**config.mk**
```make
export PLATFORM = sky130hd
export DESIGN_NAME = bit_serializer32
export DESIGN_NICKNAME = d
export VERILOG_FILES = /design/src/rtl/bit_serializer32_pkg.sv /design/src/rtl/bit_serializer32_mux.sv /design/src/rtl/bit_serializer32.sv
export SDC_FILE = /design/constraint.sdc
export NUM_CORES = 1
export LEC_CHECK = 0
export ABC_AREA = 1
export BUFFER_PORTS_ARGS = -buffer_cell sky130_fd_sc_hd__buf_4
export CORE_MARGIN = 5
export CORE_UTILIZATION = 50
export CTS_CLUSTER_SIZE = 20
export DETAILED_ROUTE_END_ITERATION = 12
export PLACE_DENSITY = 0.77
export SLEW_MARGIN = 20
export SYNTH_ARGS = -nofsm -noshare
export SYNTH_HDL_FRONTEND = slang
export SYNTH_SLANG_ARGS = --single-unit
```
**constraint.sdc**
```tcl
create_clock -name clk -period 4.31 [get_ports clk]
set_input_delay 0.431 -clock clk [delete_from_list [all_inputs] [get_ports clk]]
set_output_delay 0.431 -clock clk [all_outputs]
set_load 0.03 [all_outputs]
```
**src/rtl/bit_serializer32_pkg.sv**
```systemverilog
// Shared definitions for the bit serializer: state encoding, widths and start index.
package bit_serializer32_pkg;

  localparam int SEL_W  = 5;
  localparam int WORD_W = 32;

  typedef enum logic {
    ST_IDLE  = 1'b0,
    ST_SHIFT = 1'b1
  } state_t;

  function automatic logic [SEL_W-1:0] start_sel(input logic msb_first);
    return msb_first ? SEL_W'(WORD_W - 1) : '0;
  endfunction

endpackage

```
**src/rtl/bit_serializer32_mux.sv**
```systemverilog
// 32-to-1 bit-select mux: y is bit s of word i.
module bit_serializer32_mux
  import bit_serializer32_pkg::*;
(
  input  logic [SEL_W-1:0]  s,
  input  logic [WORD_W-1:0] i,
  output logic              y
);

  assign y = i[s];

endmodule

```
**src/rtl/bit_serializer32.sv**
```systemverilog
// Serializes a 32-bit word, LEN+1 bits long, onto a 1-bit valid/ready stream with LAST.
// Both ports use valid/ready: a transfer happens on a rising edge where valid and ready are both high.
module bit_serializer32
  import bit_serializer32_pkg::*;
#(
  parameter bit MSB_FIRST = 1'b0
) (
  input  logic              clk,
  input  logic              rst_n,
  input  logic              in_valid,
  output logic              in_ready,
  input  logic [WORD_W-1:0] i_data,
  input  logic [SEL_W-1:0]  len,
  output logic              out_valid,
  input  logic              out_ready,
  output logic              dout,
  output logic              last,
  output logic [SEL_W-1:0]  sel,
  output state_t            state
);

  localparam logic [SEL_W-1:0] START = start_sel(MSB_FIRST);

  state_t             state_next;
  logic [WORD_W-1:0]  word;
  logic [SEL_W-1:0]   len_q;
  logic [SEL_W-1:0]   count;
  logic               accept;
  logic               step;

  always_comb begin
    state_next = state;
    out_valid  = (state == ST_SHIFT);
    last       = (state == ST_SHIFT) && (count == len_q);
    // Ready also opens on the final-bit handshake so words can run back-to-back.
    in_ready   = rst_n && ((state == ST_IDLE) || (out_ready && last));
    accept     = in_valid && in_ready;
    step       = out_valid && out_ready && !last;
    if (accept) begin
      state_next = ST_SHIFT;
    end else if (out_valid && out_ready && last) begin
      state_next = ST_IDLE;
    end
  end

  always_ff @(posedge clk or negedge rst_n) begin
    if (!rst_n) begin
      state <= ST_IDLE;
      word  <= '0;
      len_q <= '0;
      count <= '0;
      sel   <= START;
    end else begin
      state <= state_next;
      if (accept) begin
        word  <= i_data;
        len_q <= len;
        count <= '0;
        sel   <= START;
      end else if (step) begin
        count <= count + 1'b1;
        sel   <= MSB_FIRST ? sel - 1'b1 : sel + 1'b1;
      end
    end
  end

  bit_serializer32_mux u_mux (
    .s (sel),
    .i (word),
    .y (dout)
  );

endmodule

```
# Word level (Yosys, flattened, before mapping)
# Index checks and enable logic that the tools add are counted.
dict set report classes {
  addsub 2
  magnitude_cmp 1
  eq_ne 1
  n_mux 8
  bitwise_logic 1
  reduce_logical 11
}
# cell n
set ops {}
lappend ops {{two-way mux 5 bit} 4}
lappend ops {{adder 5 x 1 -> 5 bit, second input constant} 2}
lappend ops {{logical AND 1 bit} 7}
lappend ops {{less-than comparator 5 x 6 -> 1 bit, second input constant} 1}
lappend ops {{binary-select mux 1 bit (select 5 bit)} 1}
lappend ops {{== test 5 bit} 1}
lappend ops {{nonzero test 2 bit} 2}
lappend ops {{two-way mux 1 bit} 3}
lappend ops {{logical NOT 1 bit} 1}
lappend ops {{logical OR 1 bit} 1}
lappend ops {{inverter 1 bit} 1}
dict set report word_totals {
  register_bits 48
  in_bits 41
  output_inout_bits 10
  wordCells 29
}

# Logic depth before layout (Yosys ltp)
# Gate-level depths: netlist of the first run.
dict set report depth {
  word_depth 7
  mapped_depth 11
  mapped_depth_nobuf 11
}

# Cells and area by module
# A second synthesis of the first run with hierarchy kept.
dict set report hier_totals {
  cells_unflattened 370
  area_unflattened_um2 2700.1
}
# mod n_inst cells_per_inst area_per_inst_um2 seq_area_each_um2
set modules_own_cells {}
lappend modules_own_cells {bit_serializer32 1 292 2324.7 1201.2}
lappend modules_own_cells {bit_serializer32_mux 1 78 375.4 0.0}

# Worst setup path after synthesis of the first run
# No wires, ideal clock.
dict set report synth_timing {
  path_kind {reg-to-output}
  startpoint {register sel[0]}
  endpoint {output port dout}
  t_arrival_ns 1.598
  required_ns 3.879
  slack_ns 2.281
  stages_incl_launch_ff 11
  n_path_buf 2
  cell_sequence {dfrtp_1 > buf_2 > buf_2 > nor2_1 > nor2_1 > o21ai_0 > o211ai_1 > nand3_1 > nand2_1 > nand2_1 > inv_1}
}
dict set report synth_via {
  elab_chain_cells 2
}
# element line_no
set synth_lines {}
lappend synth_lines {{from (decl)} bit_serializer32.sv:18} ;# output logic [SEL_W-1:0] sel,
lappend synth_lines {{from (signal assigned)} bit_serializer32.sv:62} ;# sel <= MSB_FIRST ? sel - 1'b1 : sel + 1'b1;
lappend synth_lines {{binary-select mux 1 bit (select 5 bit)} bit_serializer32_mux.sv:10} ;# assign y = i[s];
lappend synth_lines {{two-way mux 1 bit (implied by the code)} bit_serializer32_mux.sv:10}
lappend synth_lines {{to (decl)} bit_serializer32.sv:16} ;# output logic dout,
# Every way passes these cells. The select of a mux whose other input is x is not followed.

# Worst setup path after layout of the first run
# Same ends and word-level chain as after synthesis.

==> results of run 1 <==
-- sequential cells by signal (all words and copies together), names as in the netlist --
signal and count:
out_valid 1, count 5, word 32, len_q 5
sel 5
-- final cells by class --
type	instances	area, um2
multi-input combinational	258	1170
tap	70	87.6
clock buffer	7	96.3
sequential	48	1200
timing repair buffer	51	383
fill	485	2050
inverter	33	124
-- synth_stat cells (all sizes together) --
cell	number
nand4	39
o21ai	17
nand2	139
nor2	37
ha	2
o211ai	4
clkbuf	10
nand3	14
nor3	2
buf	11
or2	1
inv	33
a21oi	3
dfrtp	48
-- logic make-up after synthesis --
| group | Yosys count |
|---|---|
| adders and majority gates | 2 |
| AOI/OAI and AO/OA | 24 |
| DFF | 48 |
| buffers and inverters | 54 |
| and+or+nand+nor | 232 |
-- routing by layer --
metal | vias up | wire [um] | share of wire | track usage
met3 | 6 | 294 | 0.051 | 0.0466
met1 | 1077 | 2780 | 0.48 | 0.252
li1 | 1231 | - | - | -
met5 | - | 0 | 0 | 0
met2 | 51 | 2700 | 0.46 | 0.293
met4 | 0 | 43 | 0.0074 | 0.0432
-- cell usage in the layout, fill, tap and decap left out --
cell type and count:
nand3_2 1, nand4_1 39, nand2_2 1, nand3_4 1
ha_1 2, nor2_2 1, o21ai_0 17, nor2_1 36
o211ai_1 4, dfrtp_1 48, buf_4 51, or2_2 1
inv_1 30, inv_2 3, clkbuf_8 7, nand2_1 138
nand3_1 12, nor3_1 2, a21oi_1 3
-- critical path, stage by stage (launching register included) --
cell     delay, ns
dfrtp_1       0.77
inv_1         0.41
o21ai_0       0.24
o21ai_0       0.11
nand2_1       0.08
nand2_1       0.05
nor2_1        0.08
nand2_1       0.05
nand2_1       0.07
inv_1         0.04
buf_4         0.16
-- worst paths after layout --
kind,to,slack (ns),depth (start not counted)
worst max-delay path,dout,1.52,10
worst min-delay path,word[4]$_DFFE_PN0P_,0.38,2
worst max register to register,count[2]$_DFFE_PN0P_,1.85,9
worst min register to register,word[9]$_DFFE_PN0P_,0.48,2
max in group asynchronous,count[1]$_DFFE_PN0P_,3.33,2
min in group clk,word[16]$_DFFE_PN0P_,0.38,3
-- power by group through the flow --
| stage | clock network [mW] | logic [mW] | registers (mW) |
|---|---|---|---|
| 6_report | 0.284 | 0.976 | 0.851 |
| 5_1_grt | 0.308 | 1.14 | 0.877 |
| 4_1_cts | 0.289 | 0.987 | 0.848 |
| 3_5_place_dp | 0 | 0.982 | 0.855 |
| 3_3_place_gp | 0 | 0.956 | 0.847 |
| 2_1_floorplan | 0 | 0.751 | 0.830 |
-- through the flow --
stage | setup slack, ns | total power [mW] | cells | instance area [um2]
final | 1.52 | 2.11 | 467 | 3060
after global routing | 1.22 | 2.33 | 467 | 3060
after CTS | 1.49 | 2.12 | 467 | 3060
after detailed placement | 1.83 | 1.84 | 460 | 2960
after global placement | 1.87 | 1.80 | 460 | 2960
after floorplan | 2.28 | 1.58 | 360 | 2630
==> impl_metrics.ini, run 1 <==
[logic_synthesis]
synth_fa_ha_area_frac = 0.00953
ys_top_cells_by_area = dfrtp_1, nand2_1, nand4_1, nor2_1, inv_1
yosys.area_share.simple = 0.386
synth-compound-area-share = 0.0495
syn_avg_cell_area_um2 = 7.30
syn_inst = 360
syn_nets = 403
synth_top_area_cell = dfrtp_1
yosys_warnings = 0
synth_top_area_share = 0.457
synth-seq-cells = 48
muxShareOfSynthArea = 0
synth_xor_area_frac = 0
yosysSeqAreaShare = 0.457
syn_area_um2 = 2630
synthDistinctLibCells = 21
synth_top_family_by_area = simple AND/OR/NAND/NOR gates

[pwr]
powerDensity_nw_per_um2 = 690
p_comb_frac = 0.462
p_sw_mw = 0.957
p_int_mw = 1.15
ir_drop_uv = 317
leakage_nw = 1.70
seq_power_share = 0.403
clkPwrFrac = 0.135
p_sw_frac = 0.453

[cells_and_area]
fin_util = 0.599
syn2layout_area_growth_pct = 16.5
nNetsFinal = 440
drive_above_1_share = 0.166
diodes = 0

[setup_path]
end_kind = output pin
path_max_fanout = 22
startpoint_type = register
required_ns = 3.88
cp.arrival_ns = 2.36
rr_startpoint = count[0]$_DFFE_PN0P_
crit_type = register to output pin
startpoint = sel[0]$_DFFE_PN0P_

[clock_tree]
holdBufCountCts = 0
h-tree-depth = 2
cts.repair.resized = 0
root_buffer = clkbuf_8
cts_tree = built
cts_buffers = 5
cts.sinks = 48
worst_skew_pair.late_latency_ns = 0.30
clkTransAtPathRegs_ns = 0.09
post-cts-setup-buffers = 0
clockBufferDepth = 2

[die]
pin_count = 51
dieArea_um2 = 6800
start_util = 0.514
rows = 26
fp.coreArea_um2 = 5110
fp.dieW_um = 82.5
die_h_um = 82.5

[timing]
finalSetupViolations = 0
slew-limit-headroom = 0.390
period_share = 0.648
skew_ns = 0.00648
finalSetupTns_ns = 0
period_needed_ns = 2.79
finalHoldViolCount = 0
slew_viol_final = 0
rsz0062_at_grt = no
max_clock_freq_mhz = 358
worst_slew_pin_slew_ns = 0.915
hold_ws_ns = 0.383

[status]
outcome = completed

[place]
portBuffers = 50
hpwl_mm = 4.05
gp_congestion = 0.829

[global_routing]
grt_antenna_before_repair = 0
grt_pass1_vias = 2180
grt_max_degree = 86
grt_pass1_wl_mm = 9.65
gr-total-overflow = 0
grt.total_usage = 0.184

[drt]
vias_per_cell = 5.06
drt_iter0_drc = 164
drt-total-wl_mm = 5.81
antenna_left = 0
num_vias = 2365
route.detailed.drc = 0
drt_first_pass_iters = 4
routedWlPerCell_um = 12.4

[run]
maxCapViolCount = 0

[hold_path]
min_path_type = input pin to asynchronous set/reset pin
Power figures use the tool's default switching activity.
==> inputs of run 2 (changes only) <==
==> constraint.sdc (replaced) <==
create_clock -name clk -period 2.7 [get_ports clk]
set_input_delay 0.27 -clock clk [delete_from_list [all_inputs] [get_ports clk]]
set_output_delay 0.27 -clock clk [all_outputs]
set_load 0.03 [all_outputs]
==> run 2 against run 1 <==
Compared with the run above: power rose by 64%; count of clock-buffer cells in the layout decreased by 2; clock skew increased by 0.0029 ns; register-to-register slack worse by 1.4 ns; utilization up 0.73 points; flip-flop and latch count unchanged; combinational power increased by 66%; final cell count rose by 0.86%; sequential share of layout area shrank 0.48 points; largest cell class unchanged; routed wire length up 3.7%; first-iteration DRC count grew 10%.
==> impl_metrics.ini, run 2 (synthesized netlist as in run 1, its figures left out) <==
[status]
outcome = completed

[die]
rows = 26
fp.coreArea_um2 = 5110
start_util = 0.514
fp.dieW_um = 82.5
die_h_um = 82.5
pin_count = 51
dieArea_um2 = 6800

[timing]
slew-limit-headroom = 0.630
period_needed_ns = 2.37
worst_slew_pin_slew_ns = 0.555
max_clock_freq_mhz = 422
finalSetupViolations = 0
skew_ns = 0.00942
period_share = 0.877
finalSetupTns_ns = 0
finalHoldViolCount = 0
slew_viol_final = 0
rsz0062_at_grt = no

[pwr]
powerDensity_nw_per_um2 = 1120
ir_drop_uv = 582
leakage_nw = 1.72

[drt]
routedWlPerCell_um = 12.8
drt_iter0_drc = 181
route.detailed.drc = 0
vias_per_cell = 5.12
num_vias = 2412
drt-total-wl_mm = 6.03
antenna_left = 0
drt_first_pass_iters = 4

[hold_path]
min_path_type = input pin to asynchronous set/reset pin

[cells_and_area]
diodes = 0
final_common_cell = nand2_1
nNetsFinal = 443
drive_above_1_share = 0.175
fin_util = 0.607
layout_common_cells = nand2_1, buf_4, dfrtp_1
syn2layout_area_growth_pct = 18.0
n_fill_cell = 483
design_area_um2 = 3100
fin_cells = 471
largest_reg_flops = 32
regMostFlops = word

[global_routing]
grt_pass1_vias = 2210
grt_antenna_before_repair = 0
grt_max_degree = 47
grt.total_usage = 0.195
grt_pass1_wl_mm = 10.2
gr-total-overflow = 0

[clock_tree]
cts_tree = built
cts.sinks = 48
post-cts-setup-buffers = 0
holdBufCountCts = 0
h-tree-depth = 2
worst_skew_pair.late_latency_ns = 0.30
clockBufferDepth = 2
root_buffer = clkbuf_8
clkTransAtPathRegs_ns = 0.09
cts.repair.resized = 0
cts_buffers = 5

[setup_path]
path_max_fanout = 12
startpoint_type = register
crit_type = register to output pin
cp.arrival_ns = 2.10
end_kind = output pin
required_ns = 2.43

[place]
gp_congestion = 0.856
placedCellCount = 463
portBuffers = 50
dpl_cell_area_um2 = 2990
hpwl_mm = 4.29

[run]
maxCapViolCount = 0
[run 2: cell count changes in the layout (fill, tap and decap cells not counted)]
cell        delta
bufinv_16      +1
clkinv_2       +1
buf_4          +3
clkbuf_8       -2
clkinvlp_4     +1
[run 2: worst max-delay path, stage by stage (launching register included)]
cell and delay [ns]:
dfrtp_1 0.52, buf_4 0.24, or2_2 0.30, nand3_1 0.06
o21ai_0 0.12, nand2_1 0.08, nand2_1 0.05, nor2_1 0.10
nand2_1 0.06, nand2_1 0.08, inv_1 0.04, buf_4 0.16
[run 2: layer usage]
metal  track usage  part of all wire  wire length (um)
met1         0.262              0.47              2840
met2         0.312              0.47              2820
met3        0.0466             0.050               299
met4        0.0581             0.011                65
met5             0                 0                 0
[run 2: metrics by stage]
step	total power [mW]	worst slack, ns	hold WS (ns)
after floorplan	2.52	0.832	-0.0256
after global placement	2.91	0.607	0.379
after detailed placement	2.96	0.489	0.387
after CTS	3.49	0.357	0.0553
after global routing	3.79	0.158	0.0808
final	3.47	0.333	0.0505
[run 2: final cells by class]
type                       count  area, um2  area share
clock buffer                   5       68.8      0.0222
clock inverter                 3       42.5      0.0137
inverter                      33        124      0.0400
multi-input combinational    258       1170       0.377
sequential                    48       1200       0.388
tap                           70       87.6      0.0283
timing repair buffer          54        405       0.131
[run 2: final timing paths]
path                                              to  slack [ns]  cells after the start                 start
worst max-delay path                            dout        0.33                     11    sel[0]$_DFFE_PN0P_
worst min-delay path            len_q[1]$_DFFE_PN0P_        0.05                      2                 rst_n
worst max register to register  count[3]$_DFFE_PN0P_        0.46                      9  count[0]$_DFFE_PN0P_
worst min register to register  word[21]$_DFFE_PN0P_        0.47                      2  word[21]$_DFFE_PN0P_
max in group asynchronous       word[17]$_DFFE_PN0P_        2.30                      2                 rst_n
min in group clk                len_q[1]$_DFFE_PN0P_        0.21                      3                len[1]
[run 2: power breakdown]
| group | switching (mW) | internal [mW] | leakage [nW] | total (mW) |
|---|---|---|---|---|
| Sequential | 0.283 | 1.05 | 0.598 | 1.33 |
| Clock | 0.242 | 0.274 | 0.0541 | 0.516 |
| Combinational | 1.03 | 0.583 | 1.07 | 1.62 |
| Total | 1.56 | 1.91 | 1.72 | 3.47 |
